--- src/rtl/boot_loader_pkg.sv ---
// Shared types and constants for the boot loader: FSM states, frame header and word geometry.
package boot_loader_pkg;

  typedef enum logic [2:0] {
    ST_LEN0  = 3'd0,
    ST_LEN1  = 3'd1,
    ST_DATA  = 3'd2,
    ST_WRITE = 3'd3,
    ST_DONE  = 3'd4,
    ST_ERR   = 3'd5
  } state_t;

  localparam int unsigned HDR_BYTES      = 2;
  localparam int unsigned LEN_W          = 8 * HDR_BYTES;
  localparam int unsigned BYTES_PER_WORD = 4;
  localparam int unsigned LANE_W         = $clog2(BYTES_PER_WORD);
  localparam int unsigned WORD_W         = 8 * BYTES_PER_WORD;

  // States in which the host link may hand over a byte
  function automatic logic is_rx_state(input state_t s);
    return (s == ST_LEN0) || (s == ST_LEN1) || (s == ST_DATA);
  endfunction

  // States in which an idle host counts toward the timeout
  function automatic logic is_timed_state(input state_t s);
    return (s == ST_LEN1) || (s == ST_DATA);
  endfunction

endpackage

--- src/rtl/boot_loader_word_asm.sv ---
// Little-endian word assembly: places each accepted byte in lane byte_cnt and flags the 4th byte.
module boot_word_asm
  import boot_loader_pkg::*;
(
  input  logic              clk,
  input  logic              rst,
  input  logic              i_clear,
  input  logic              i_accept,
  input  logic [7:0]        i_byte,
  output logic [WORD_W-1:0] o_word_c,
  output logic              o_word_ready_c
);

  logic [LANE_W-1:0] r_byte_cnt;
  logic [WORD_W-1:0] r_word;

  // Word as it will look once the incoming byte lands in its lane
  always_comb begin
    o_word_c = r_word;
    case (r_byte_cnt)
      2'd0:    o_word_c[7:0]   = i_byte;
      2'd1:    o_word_c[15:8]  = i_byte;
      2'd2:    o_word_c[23:16] = i_byte;
      default: o_word_c[31:24] = i_byte;
    endcase
  end

  assign o_word_ready_c = i_accept && (r_byte_cnt == LANE_W'(BYTES_PER_WORD - 1));

  always_ff @(posedge clk or posedge rst) begin
    if (rst) begin
      r_byte_cnt <= '0;
      r_word     <= '0;
    end else if (i_clear) begin
      r_byte_cnt <= '0;
      r_word     <= '0;
    end else if (i_accept) begin
      r_byte_cnt <= r_byte_cnt + LANE_W'(1);
      r_word     <= o_word_c;
    end
  end

endmodule

--- src/rtl/boot_loader.sv ---
// Program-load stage: parses a length-prefixed byte stream into instruction-memory writes
// and holds the core in reset until the image is complete.
module boot_loader
  import boot_loader_pkg::*;
#(
  parameter int unsigned ADDR_W  = 8,
  parameter int unsigned TIMEOUT = 50000
) (
  input  logic              clk,
  input  logic              rst,
  input  logic              byte_valid,
  input  logic [7:0]        byte_data,
  output logic              byte_ready,
  input  logic              restart,
  output logic              imem_we,
  output logic [ADDR_W-1:0] imem_addr,
  output logic [31:0]       imem_wdata,
  output logic              core_rst,
  output logic              done,
  output logic              error
);

  localparam int unsigned TMO_W = $clog2(TIMEOUT + 1);
  localparam int unsigned CMP_W = LEN_W + 1;
  localparam logic [CMP_W-1:0] MAX_WORDS = CMP_W'(64'd1 << ADDR_W);

  state_t              r_state;
  state_t              w_next;
  logic [LEN_W-1:0]    r_n;
  logic [LEN_W-1:0]    w_len;
  logic [ADDR_W-1:0]   r_word_idx;
  logic [TMO_W-1:0]    r_tmo;
  logic                r_imem_we;
  logic [ADDR_W-1:0]   r_imem_addr;
  logic [WORD_W-1:0]   r_imem_wdata;
  logic                r_core_rst;
  logic                r_done;
  logic                r_error;

  logic                w_xfer;
  logic                w_accept;
  logic                w_tmo_expired;
  logic                w_last_word;
  logic [WORD_W-1:0]   w_word;
  logic                w_word_ready;

  assign byte_ready = is_rx_state(r_state);
  assign imem_we    = r_imem_we;
  assign imem_addr  = r_imem_addr;
  assign imem_wdata = r_imem_wdata;
  assign core_rst   = r_core_rst;
  assign done       = r_done;
  assign error      = r_error;

  // A restart drops any byte offered in the same cycle
  assign w_xfer   = byte_valid && byte_ready && !restart;
  assign w_accept = w_xfer && (r_state == ST_DATA);

  boot_word_asm u_word_asm (
    .clk            (clk),
    .rst            (rst),
    .i_clear        (restart),
    .i_accept       (w_accept),
    .i_byte         (byte_data),
    .o_word_c       (w_word),
    .o_word_ready_c (w_word_ready)
  );

  // Next-state logic
  always_comb begin
    w_next        = r_state;
    w_len         = {byte_data, r_n[7:0]};
    w_tmo_expired = is_timed_state(r_state) && !w_xfer && (r_tmo == TMO_W'(TIMEOUT - 1));
    w_last_word   = (CMP_W'(r_word_idx) + CMP_W'(1)) == CMP_W'(r_n);
    if (restart) begin
      w_next = ST_LEN0;
    end else begin
      case (r_state)
        ST_LEN0: begin
          if (w_xfer) w_next = ST_LEN1;
        end
        ST_LEN1: begin
          if (w_xfer) begin
            if (w_len == '0)                     w_next = ST_DONE;
            else if (CMP_W'(w_len) > MAX_WORDS)  w_next = ST_ERR;
            else                                 w_next = ST_DATA;
          end else if (w_tmo_expired) begin
            w_next = ST_ERR;
          end
        end
        ST_DATA: begin
          if (w_word_ready)       w_next = ST_WRITE;
          else if (w_tmo_expired) w_next = ST_ERR;
        end
        ST_WRITE: begin
          w_next = w_last_word ? ST_DONE : ST_DATA;
        end
        ST_DONE: w_next = ST_DONE;
        ST_ERR:  w_next = ST_ERR;
        default: w_next = ST_LEN0;
      endcase
    end
  end

  // State register and Moore outputs registered from the next state
  always_ff @(posedge clk or posedge rst) begin
    if (rst) begin
      r_state      <= ST_LEN0;
      r_imem_we    <= 1'b0;
      r_imem_addr  <= '0;
      r_imem_wdata <= '0;
      r_core_rst   <= 1'b1;
      r_done       <= 1'b0;
      r_error      <= 1'b0;
    end else begin
      r_state    <= w_next;
      r_imem_we  <= (w_next == ST_WRITE);
      r_core_rst <= (w_next != ST_DONE);
      r_done     <= (w_next == ST_DONE);
      r_error    <= (w_next == ST_ERR);
      if (w_next == ST_WRITE) begin
        r_imem_addr  <= r_word_idx;
        r_imem_wdata <= w_word;
      end
    end
  end

  // Word count, write address and idle timer
  always_ff @(posedge clk or posedge rst) begin
    if (rst) begin
      r_n        <= '0;
      r_word_idx <= '0;
      r_tmo      <= '0;
    end else if (restart) begin
      r_n        <= '0;
      r_word_idx <= '0;
      r_tmo      <= '0;
    end else begin
      if (w_xfer && r_state == ST_LEN0) r_n[7:0]  <= byte_data;
      if (w_xfer && r_state == ST_LEN1) r_n[15:8] <= byte_data;
      if (r_state == ST_WRITE && w_next == ST_DATA) r_word_idx <= r_word_idx + ADDR_W'(1);
      if (w_xfer || !is_timed_state(r_state)) r_tmo <= '0;
      else                                    r_tmo <= r_tmo + TMO_W'(1);
    end
  end

endmodule

--- config.mk ---
export PLATFORM = sky130hd
export DESIGN_NAME = boot_loader
export DESIGN_NICKNAME = d
export VERILOG_FILES = /design/src/rtl/boot_loader_pkg.sv /design/src/rtl/boot_loader_word_asm.sv /design/src/rtl/boot_loader.sv
export SDC_FILE = /design/constraint.sdc
export NUM_CORES = 1
export LEC_CHECK = 0
export CAP_MARGIN = 10
export CORE_ASPECT_RATIO = 0.5
export CORE_UTILIZATION = 25
export CTS_CLUSTER_SIZE = 12
export DETAILED_ROUTE_END_ITERATION = 10
export GPL_ROUTABILITY_DRIVEN = 0
export PLACE_DENSITY = 0.45
export SYNTH_ARGS = -nofsm -noshare
export SYNTH_HDL_FRONTEND = slang
export SYNTH_SLANG_ARGS = --single-unit
--- constraint.sdc ---
create_clock -name clk -period 5.5 [get_ports clk]
set_clock_uncertainty 0.1 [all_clocks]
set_input_delay 1.1 -clock clk [delete_from_list [all_inputs] [get_ports clk]]
set_output_delay 1.1 -clock clk [all_outputs]
set_load 0.005 [all_outputs]
Word-level counts from Yosys, hierarchy flattened:

Index checks and enable logic that the tools add are counted.

* multiplexer cells: 24
* reductions and logical operators: 24
* equality and inequality tests: 15
* add/subtract/negate cells: 4
* magnitude comparators: 1

Operators with widths (count)
* two-way mux 32 bit: 2
* two-way mux 8 bit: 8
* two-way mux 16 bit: 3
* two-way mux 3 bit: 8
* one-hot mux 3 bit (6 select lines): 1
* adder 16 x 1 -> 16 bit, second input constant: 1
* equality test 16 bit, second input constant: 1
* equality test 9 x 16 -> 1 bit: 1
* greater-than comparator 16 x 9 -> 1 bit, second input constant: 1
* logical NOT 16 bit: 1
* equality test 3 x 2 -> 1 bit, second input constant: 4
* equality test 3 bit, second input constant: 4
* adder 8 x 1 -> 9 bit, second input constant: 1
* logical AND 1 bit: 9
* adder 8 x 1 -> 8 bit, second input constant: 1
* nonzero test 2 bit: 4
* equality test 2 bit, second input constant: 2
* logical OR 1 bit: 4
* two-way mux 2 bit: 2
* equality test 3 x 1 -> 1 bit, second input constant: 1
* logical NOT 1 bit: 3
* logical NOT 3 bit: 1
* inequality test 3 bit, second input constant: 1
* OR reduction 3 bit: 1
* other kinds (3): 3

* bits in registers: 121
* input port bits: 12
* word-level logic and storage cells: 81

Longest topological paths before layout:

Gate-level depths: netlist (run 1).

* depth in word-level cells: 16
* gate-level depth with buffers: 8

Cells and area by module:

From an unflattened synthesis (run 1), not the netlist that was laid out.

* cell total of the unflattened synthesis: 545
* area, all modules: 6281.0 µm²

By module, submodules not included
* boot_loader: area an instance 4271.6 µm², instances 1, sequential area each 2178.3 µm², cells each 377
* boot_word_asm: area an instance 2009.4 µm², instances 1, sequential area each 850.8 µm², cells each 168

Worst setup path after synthesis (run 1):

No wires, ideal clock.

* kind: reg-to-reg
* start: register r_word_idx[0]
* end: register r_word_idx[5]
* buffers on the path: 1
* arrival time: 2.423 ns
* stages on the path, launching flop included: 9
* period minus slack after synthesis: 2.651 ns
* path slack: 2.849 ns
* cell sequence: dfrtp_1 -> ha_1 -> nand4_1 -> o21a_1 -> or4_1 -> a2111oi_2 -> buf_4 -> nor4_1 -> mux2_1

* word-level cells in the longest chain between the ends: 8
* elaborated cells on any way between the ends: 11
* classes of those cells: add/sub: 2; eq/ne: 2; mux: 5; reduce/logical: 2

RTL lines
* start: declaration: line boot_loader.sv:31 `logic [ADDR_W-1:0] r_word_idx;`
* start signal: assignment: line boot_loader.sv:141 `if (r_state == ST_WRITE && w_next == ST_DATA) r_word_idx <= r_word_idx + ADDR_W'(1);`
* adder 8 x 1 -> 9 bit: line boot_loader.sv:74 `w_last_word = (CMP_W'(r_word_idx) + CMP_W'(1)) == CMP_W'(r_n);`
* equality test 9 x 16 -> 1 bit: line boot_loader.sv:74
* two-way mux 3 bit: line boot_loader.sv:96 `w_next = w_last_word ? ST_DONE : ST_DATA;`
* one-hot mux 3 bit (6 select lines): line boot_loader.sv:78 `case (r_state)`
* two-way mux 3 bit: line boot_loader.sv:75 `if (restart) begin`
* equality test 3 x 2 -> 1 bit: line boot_loader.sv:141
* logical AND 1 bit: line boot_loader.sv:141
* nonzero test 2 bit (no source line)

Parallel ways exist; a longest one is shown, timed or not. The select of a mux whose other input is x is not followed.
A chain may end at the register's enable or synchronous reset.

Worst setup path in the final report (run 1):

* start: input port restart
* end: register u_word_asm.r_word[6]

* word-level cells in the longest chain between the ends: 4
* elaborated cells on any way between the ends: 5
* classes of those cells: mux: 1; reduce/logical: 4

RTL lines
* start: declaration: line boot_loader.sv:14 `input logic restart,`
* logical NOT 1 bit: line boot_loader.sv:56 `assign w_xfer = byte_valid && byte_ready && !restart;`
* logical AND 1 bit: line boot_loader.sv:56
* logical AND 1 bit: line boot_loader.sv:57 `assign w_accept = w_xfer && (r_state == ST_DATA);`
* nonzero test 2 bit (no source line)
* end signal: assignment: line boot_loader_word_asm.sv:39 `r_word <= o_word_c;`
* end: declaration: line boot_loader_word_asm.sv:15 `logic [WORD_W-1:0] r_word;`

Parallel ways exist; a longest one is shown, timed or not.

==> implementation parameters, run 1 <==
Parameter                              Value

Outcome
  Result of the run ... finished clean

Global route
  Initial antenna violation count ... 0
  Global-route wire length before repair ... between 20 and 25 mm
  Total global routing track utilization ... around an eighth
  Overflow after GRT ... 0
  Largest net degree at the start of global routing ... 62
  Vias in the first global route ... between 4k and 5k

Synthesis
  Library cell occupying the most area in the post-synthesis netlist ... sky130_fd_sc_hd__dfrtp_1
  Register bit total from synthesis ... 121
  Top cell type's share of synthesized area ... 53.39%
  Proportion of synthesized chip area in sequential cells ... between 50% and 60%
  Ranking of synthesized cells by area ... sky130_fd_sc_hd__dfrtp_1, sky130_fd_sc_hd__nand2_1, sky130_fd_sc_hd__mux2i_1
  Area of the mapped netlist ... 5624 um^2
  Number of enable-type register cells in the synthesized netlist ... 0
  Synthesis Warnings ... 0
  Dominant synthesized flop cell ... sky130_fd_sc_hd__dfrtp_1
  Post-synthesis area per instance ... approximately 10 um^2
  Async SR Flop Fraction ... 100.0%
  Number of distinct standard cells referenced by the synthesized netlist ... 57
  Synth Instances ... ~560
  Post-synth net total ... 581

Routing
  Routed via count divided by cell count ... 4.642
  Average wire per cell in the routed design ... 15.75 um
  Drt total wl ... 14.49 mm
  DRT iter0 DRCs ... ~210
  DRC violation count after routing ... 0
  Final antenna-violating net count ... 0
  First-pass iteration count of the detailed router ... 4
  Total number of vias ... ~4.3k

STA
  Share of the clock period used by the worst path ... 65.08%
  RSZ-0062 raised after global routing ... no
  Fin Setup TNS ... 0 ps
  Worst-Margin Slew ... 929.0 ps
  Final setup vio count ... 0
  Number of max-slew violations in the final report ... 0
  Max Clk Rate ... approximately 0.28 GHz
  Minimum clock period after layout ... 3579 ps
  Final Hold Fails ... 0
  Relative max-transition margin ... a little under two fifths

CTS
  Number of clock sinks seen by CTS ... approximately 120
  CTS root buffer ... sky130_fd_sc_hd__clkbuf_16
  Clock slew at reported path FFs ... roughly 60 ps
  TritonCTS clock tree ... yes
  Post-CTS sizing ... 0
  Number of buffers added by the clock tree synthesis step ... 17
  Latest clock arrival within the worst-skew pair ... 420 ps
  H-tree levels ... 4
  Count of hold-fix buffers inserted at cts ... 0
  Largest buffer count on any clock path ... 2
  Post-CTS Setup Repair Bufs ... 0

Worst setup path
  Endpoint required time on the critical path ... approximately 5700 ps
  CP max stage delay ... between 700 and 800 ps
  Cell type with the highest occurrence count on the critical path ... sky130_fd_sc_hd__nor2_1
  Data arrival time of the critical path ... 3760 ps
  Critical path fanouts, max ... 30
  Cell with the largest stage delay on the worst path ... sky130_fd_sc_hd__nor2_1
  Crit path capture type ... flip-flop
  Startpoint class of the critical path ... input port
  Critical path class ... input port to flip-flop
  Chain of cells forming the critical path ... clkdlybuf4s50_1 > buf_4 > inv_1 > nand2_1 > nor2_1 > and2_1 > mux2i_1 > nor2_1

Placement
  Half-perimeter wire length after placement ... 9.699 mm
  Input/output buffers ... 56
  Cell Area, Placed ... around 6500 um^2

Floorplanning
  Starting Density ... 25.72%
  Number of standard-cell rows in the floorplan ... 38
  Floorplan Core Area ... 21,870 um^2
  Floorplan die width ... 214.1 um
  Die outline height ... 108.1 um
  Num ports ... 57
  Die area ... between 20,000 and 25,000 um^2

Power and ir drop
  Worst vdd ir ... 0.1589 mV
  Leak pwr ... approximately 0.0030 uW
  Pwr Density ... between 300 and 400 nW/um^2

Final layout
  Count of nets after finishing ... 626
  Design Area, Final ... slightly above 7000 um^2
  Top library cells by usage in the layout, fill and taps aside ... sky130_fd_sc_hd__dfrtp_1, sky130_fd_sc_hd__nand2_1, sky130_fd_sc_hd__clkdlybuf4s50_1
  Register area ... 3029 um^2
  Fillers ... 2,264
  Synth-to-layout area growth ... 26.85%
  Share of post-route cells with drive strength above 1 ... roughly 8.5%
  N_diodes ... 0
  Post-layout utilization of the core ... 32.62%
  Commonest non-fill, non-tap cell in the layout ... sky130_fd_sc_hd__dfrtp_1
  Area used by multi-input combinational logic ... 2379 um^2

Hold path
  Tightest Hold Check Type ... flip-flop to flip-flop

Run
  Number of max-cap violations ... 0
cell families (layout without fill, tap and decap cells):
logic type	count (synthesis)	count (layout)	synth area share, %
fa+ha+maj	7	7	1.557
simple gates	201	201	16.97
compound gates	119	119	13.44
mux	39	39	7.164
xor+xnor	20	20	3.115
flops	121	121	53.86
buf+inv	55	113	3.893
area by class of cell:
type,instances,area share (%)
tap,300,5.261
sequential,121,42.46
multi-input combinational,386,33.34
inverter,20,1.087
timing repair buffer,61,8.383
clock inverter,14,3.455
clock buffer,18,6.015
power breakdown:
group / internal [uW] / total [uW] / leakage, uW / switching, uW
Clock: 855 / 1280 / 0.000329 / 428
Combinational: 29.0 / 94.0 / 0.00104 / 65.0
Sequential: 899 / 908 / 0.00168 / 9.53
metal layers:
layer | GRT usage (%) | wire length, um
met2 | 19.62 | 6396
met4 | 4.133 | 117
met3 | 2.982 | 586
met5 | 0 | 0
met1 | 18.12 | 7392
synthesized netlist by cell type, types with 3 or more instances:
master	number
sky130_fd_sc_hd__a21oi_1	18
sky130_fd_sc_hd__a22o_1	23
sky130_fd_sc_hd__a31oi_1	3
sky130_fd_sc_hd__and2_1	4
sky130_fd_sc_hd__and3_1	3
sky130_fd_sc_hd__buf_1	6
sky130_fd_sc_hd__buf_4	3
sky130_fd_sc_hd__clkbuf_1	25
sky130_fd_sc_hd__dfrtp_1	120
sky130_fd_sc_hd__ha_1	7
sky130_fd_sc_hd__inv_1	19
sky130_fd_sc_hd__mux2i_1	35
sky130_fd_sc_hd__nand2_1	95
sky130_fd_sc_hd__nand2b_1	3
sky130_fd_sc_hd__nand3_1	26
sky130_fd_sc_hd__nand4_1	4
sky130_fd_sc_hd__nor2_1	23
sky130_fd_sc_hd__nor2b_1	7
sky130_fd_sc_hd__nor3_1	7
sky130_fd_sc_hd__nor4_1	7
sky130_fd_sc_hd__o21a_1	3
sky130_fd_sc_hd__o21ai_0	54
sky130_fd_sc_hd__or2_2	3
sky130_fd_sc_hd__or3_1	4
sky130_fd_sc_hd__xnor2_1	11
sky130_fd_sc_hd__xor2_1	9
metrics by stage:
stage	hold slack, ps	instances	setup WS, ps	total power, uW
after global placement	356.8	888	1580	1020
after floorplan	332.9	562	1087	982.5
after detailed placement	359.6	888	1443	1021
after global routing	402.1	920	1729	2356
after CTS	367.2	920	1870	2317
final	365.3	920	1921	2285
sequential cells by signal (all words and copies together) (netlist names), 2 cells and up:
register and flops:
imem_wdata 32, u_word_asm.r_word 32, r_n 16, r_tmo 16
imem_addr 8, r_word_idx 8, r_state 3, u_word_asm.r_byte_cnt 2
final timing paths:
kind	depth (start not counted)	slack, ps	start	end
max	8	1920	restart	u_word_asm.r_word[6]
min	1	370	r_tmo[0]	r_tmo[0]
max reg2reg	8	2550	r_word_idx[0]	r_word_idx[7]
min reg2reg	1	370	r_tmo[0]	r_tmo[0]
max in group asynchronous	3	3210	rst	r_n[5]
min in group asynchronous	2	1070	rst	imem_addr[1]
critical path, delay by kind of cell:
kind	cells	cell delay, ps
simple gates	4	1360
buf+inv	3	1060
mux	1	230
Power figures use the tool's default switching activity.
==> run 2, diff against run 1 <==
- clock period: 5.5 -> 3.35 ns (I/O delays scaled with it)
==> implementation parameters, run 2 (synthesized netlist as in run 1, its figures left out) <==
Parameter                              Value

Worst setup path
  Critical path fanouts, max ... 11
  Startpoint class of the critical path ... flip-flop
  Data arrival time of the critical path ... approximately 3000 ps
  Endpoint required time on the critical path ... 3540 ps
  Cell depth of the worst flop-to-flop path ... 8
  Critical path class ... flip-flop to flip-flop
  Slack of the worst reg-to-reg path ... around 460 ps
  Crit path capture type ... flip-flop

Power and ir drop
  Sequential share of power ... about two fifths
  Pwr Density ... 517.0 nW/um^2
  Share of power burned in the clock network ... 55.8%
  Sw Pwr ... 820.9 uW
  Leak pwr ... 0.003122 uW
  Net Sw Frac ... between 20% and 30%
  Combinational Power Share ... roughly 4.5%
  Worst vdd ir ... 0.3271 mV
  Cell-internal power ... 2936 uW

Global route
  Total global routing track utilization ... between 10% and 20%
  Largest net degree at the start of global routing ... 65
  Global-route wire length before repair ... 23.60 mm
  Overflow after GRT ... 0
  Vias in the first global route ... 4,313
  Initial antenna violation count ... 0

CTS
  Largest buffer count on any clock path ... 2
  Post-CTS Setup Repair Bufs ... 0
  Number of clock sinks seen by CTS ... about 120
  TritonCTS clock tree ... yes
  Post-CTS sizing ... 0
  H-tree levels ... 4
  Count of hold-fix buffers inserted at cts ... 0
  Number of buffers added by the clock tree synthesis step ... 17
  Clock slew at reported path FFs ... about 60 ps
  Latest clock arrival within the worst-skew pair ... 410 ps
  CTS root buffer ... sky130_fd_sc_hd__clkbuf_16

Final layout
  Post-layout utilization of the core ... around a third
  Share of post-route cells with drive strength above 1 ... 10.44%
  Top library cells by usage in the layout, fill and taps aside ... sky130_fd_sc_hd__dfrtp_1, sky130_fd_sc_hd__nand2_1, sky130_fd_sc_hd__clkdlybuf4s50_1
  Count of nets after finishing ... 639
  Commonest non-fill, non-tap cell in the layout ... sky130_fd_sc_hd__dfrtp_1
  Synth-to-layout area growth ... 29.21%
  N_diodes ... 0

STA
  Worst-Margin Slew ... 727.1 ps
  Max Clk Rate ... 0.3461 GHz
  Share of the clock period used by the worst path ... 86.26%
  Final Hold Fails ... 0
  Minimum clock period after layout ... between 2000 and 3000 ps
  Relative max-transition margin ... approximately half
  RSZ-0062 raised after global routing ... no
  Fin Setup TNS ... 0 ps
  Number of max-slew violations in the final report ... 0
  Final setup vio count ... 0

Routing
  Average wire per cell in the routed design ... ~15 um
  DRC violation count after routing ... 0
  Final antenna-violating net count ... 0
  First-pass iteration count of the detailed router ... 4
  DRT iter0 DRCs ... 184
  Drt total wl ... 14.39 mm
  Routed via count divided by cell count ... 4.474
  Total number of vias ... 4,170

Floorplanning
  Floorplan die width ... 214.1 um
  Die area ... 23,140 um^2
  Starting Density ... 25.72%
  Num ports ... 57
  Number of standard-cell rows in the floorplan ... 38
  Floorplan Core Area ... 21,870 um^2
  Die outline height ... around 110 um

Run
  Number of max-cap violations ... 0

Placement
  Input/output buffers ... 56
  Half-perimeter wire length after placement ... 9.877 mm

Hold path
  Tightest Hold Check Type ... flip-flop to flip-flop
  Number of cells on the worst hold path ... 1

Outcome
  Result of the run ... finished clean
run 2: changes by cell type in the layout (fill, tap and decap cells not counted), sizes merged:
cell / change
buf: +13
clkbuf: -1
clkinv: -1
clkinvlp: +1
run 2: path summary, 6_finish.rpt:
check                         startpoint        endpoint
max reg2reg                r_word_idx[0]   r_word_idx[5]
min in group asynchronous            rst  imem_wdata[10]
max                        r_word_idx[0]   r_word_idx[5]
max in group asynchronous            rst  imem_wdata[24]
min                             r_tmo[0]        r_tmo[0]
min reg2reg                     r_tmo[0]        r_tmo[0]
run 2: cell type report:
cell class                      instances  area, um^2
Clock buffer                           17       425.4
Clock inverter                         14       246.5
Fill cell                            2257       14600
Inverter                               20       78.83
Multi-Input combinational cell        386        2379
Sequential cell                       121        3029
Tap cell                              300       375.4
Timing Repair Buffer                   74       733.2
run 2: stage by stage:
stage | instance area [um^2] | setup WS (ps) | power (uW) | std cells | hold WS, ps
6_report | 7267 | 460.3 | 3757 | 932 | 367.9
5_1_grt | 7267 | 305.6 | 3902 | 932 | 397.7
4_1_cts | 7267 | 460.3 | 3816 | 932 | 378.6
3_5_place_dp | 6595 | 362.5 | 1694 | 901 | 364.3
3_3_place_gp | 6595 | 398.1 | 1693 | 901 | 363.0
2_1_floorplan | 5628 | 699.3 | 1614 | 562 | 332.9
run 2: power by group through the flow:
| stage | combinational (uW) | sequential, uW | clock (uW) |
|---|---|---|---|
| after floorplan | 102 | 1510 | 0 |
| after global placement | 175 | 1520 | 0 |
| after detailed placement | 176 | 1520 | 0 |
| after CTS | 176 | 1490 | 2150 |
| after global routing | 193 | 1490 | 2220 |
| final | 171 | 1490 | 2090 |
run 2: worst max-delay path: stages, from the launching register on:
cell                        delay (ps)
sky130_fd_sc_hd__dfrtp_1           500
sky130_fd_sc_hd__ha_1              330
sky130_fd_sc_hd__nand4_1           230
sky130_fd_sc_hd__o21a_1            240
sky130_fd_sc_hd__or4_1             510
sky130_fd_sc_hd__a2111oi_2         220
sky130_fd_sc_hd__buf_4             250
sky130_fd_sc_hd__nor4_1             70
sky130_fd_sc_hd__mux2_1            310
run 2: routing by layer:
layer	part of all wire [%]	wire length, um	vias up	GRT usage (%)
li1	-	-	2074	-
met1	52	7511	2051	18.19
met2	44	6387	36	20.27
met3	2.5	353	9	2.897
met4	0.92	132	0	3.980
met5	0	0	-	0
==> run 3, diff against run 2 <==
- clock period: 3.35 -> 3.4 ns (I/O delays scaled with it)
==> implementation parameters, run 3 (synthesized netlist as in run 1, its figures left out) <==
Parameter                              Value

Outcome
  Result of the run ... finished clean

CTS
  Clock slew at reported path FFs ... 60 ps
  CTS root buffer ... sky130_fd_sc_hd__clkbuf_16
  TritonCTS clock tree ... yes
  Latest clock arrival within the worst-skew pair ... 420 ps
  H-tree levels ... 4
  Post-CTS sizing ... 0
  Post-CTS Setup Repair Bufs ... 0
  Count of hold-fix buffers inserted at cts ... 0
  Number of clock sinks seen by CTS ... 121
  Number of buffers added by the clock tree synthesis step ... 17
  Largest buffer count on any clock path ... 2

STA
  RSZ-0062 raised after global routing ... no
  Worst slack on hold paths ... approximately 370 ps
  Worst-Margin Slew ... about 790 ps
  Final setup vio count ... 0
  Final worst-path setup slack ... 559.7 ps
  Relative max-transition margin ... a little under half
  Minimum clock period after layout ... 2840 ps
  Number of max-slew violations in the final report ... 0
  Max Clk Rate ... about 0.35 GHz
  Final Hold Fails ... 0
  Fin Setup TNS ... 0 ps
  Share of the clock period used by the worst path ... 83.54%

Global route
  Vias in the first global route ... 4,377
  Total global routing track utilization ... 13.59%
  Overflow after GRT ... 0
  Initial antenna violation count ... 0
  Global-route wire length before repair ... 24.35 mm
  Largest net degree at the start of global routing ... 65

Power and ir drop
  Sw Pwr ... 805.0 uW
  Cell-internal power ... ~2700 uW
  Pwr Density ... ~500 nW/um^2
  Share of power burned in the clock network ... between 50% and 60%
  Net Sw Frac ... 22.82%
  Design Power ... 3528 uW
  Sequential share of power ... 41.7%
  Leak pwr ... 0.003088 uW
  Worst vdd ir ... 0.2772 mV
  Combinational Power Share ... around 4.8%

Worst setup path
  Critical path class ... flip-flop to flip-flop
  Critical path fanouts, max ... 11
  Data arrival time of the critical path ... 3040 ps
  Endpoint required time on the critical path ... 3600 ps
  Crit path capture type ... flip-flop
  Startpoint class of the critical path ... flip-flop

Run
  Number of max-cap violations ... 0

Hold path
  Tightest Hold Check Type ... flip-flop to flip-flop

Placement
  Dpl ws ... 476.1 ps
  Input/output buffers ... 56
  Half-perimeter wire length after placement ... 10.07 mm

Floorplanning
  Number of standard-cell rows in the floorplan ... 38
  Num ports ... 57
  Die area ... ~23,000 um^2
  Starting Density ... 25.72%
  Floorplan die width ... approximately 210 um
  Floorplan Core Area ... 21,870 um^2
  Die outline height ... 108.1 um

Routing
  Final antenna-violating net count ... 0
  Drt total wl ... 14.57 mm
  First-pass iteration count of the detailed router ... 4
  DRT iter0 DRCs ... 200
  Average wire per cell in the routed design ... 15.59 um
  DRC violation count after routing ... 0
  Routed via count divided by cell count ... 4.507
  Total number of vias ... 4,214

Final layout
  Post-layout utilization of the core ... roughly a third
  Share of post-route cells with drive strength above 1 ... a little over a tenth
  Top library cells by usage in the layout, fill and taps aside ... sky130_fd_sc_hd__dfrtp_1, sky130_fd_sc_hd__nand2_1, sky130_fd_sc_hd__clkdlybuf4s50_1
  N_diodes ... 0
  Count of nets after finishing ... 641
  Synth-to-layout area growth ... 28.48%
  Commonest non-fill, non-tap cell in the layout ... sky130_fd_sc_hd__dfrtp_1
## run 3: changes by cell type in the layout (fill, tap and decap cells not counted), sizes merged
cell | previous run | this run
clkinvlp | 1 | 7
clkbuf | 17 | 21
clkinv | 7 | 3
bufinv | 6 | 3
buf | 18 | 20
inv | 20 | 18
## run 3: layer usage
| metal | part of all wire [%] | GRT usage, % | vias to the layer above |
|---|---|---|---|
| li1 | - | - | 2087 |
| met1 | 52 | 19.29 | 2072 |
| met2 | 43 | 19.90 | 41 |
| met3 | 2.9 | 3.263 | 14 |
| met4 | 1.4 | 5.204 | 0 |
| met5 | 0 | 0 | - |
## run 3: area by class of cell
cell class	instances	area [um^2]
flip-flops and latches	121	3029
fillers	2274	14650
clock buffers	21	470.5
repair buffers	76	748.2
multi-input cells	386	2379
well taps	300	375.4
inverters	20	78.83
clock inverters	11	145.1
## run 3: final timing paths
check                      cells past startpoint           from             end  slack (ps)
hold reg to reg                                2   imem_addr[4]    imem_addr[4]         370
hold / removal                                 2   imem_addr[4]    imem_addr[4]         370
max in group asynchronous                      3            rst  imem_wdata[24]        1860
min in group asynchronous                      2            rst  imem_wdata[10]         600
setup / recovery                               8  r_word_idx[0]   r_word_idx[5]         560
setup reg to reg                               8  r_word_idx[0]   r_word_idx[5]         560
## run 3: critical path: stages (launching register included)
cell                        delay (ps)
sky130_fd_sc_hd__dfrtp_1           480
sky130_fd_sc_hd__ha_1              320
sky130_fd_sc_hd__nand4_1           230
sky130_fd_sc_hd__o21a_1            240
sky130_fd_sc_hd__or4_1             510
sky130_fd_sc_hd__a2111oi_2         210
sky130_fd_sc_hd__buf_4             250
sky130_fd_sc_hd__nor4_1             70
sky130_fd_sc_hd__mux2_1            310
## run 3: per-stage QoR
step,area [um^2],cells
after detailed placement,6610,903
after floorplan,5628,562
after global placement,6610,903
after global routing,7226,935
final,7226,935
after CTS,7226,935
## run 3: power groups by stage
stage               logic [uW]  clock network (uW)  registers (uW)
finish                     171                1890            1470
global route               191                2000            1470
CTS                        175                1930            1470
detailed placement         175                   0            1490
global placement           174                   0            1490
floorplan                  101                   0            1490
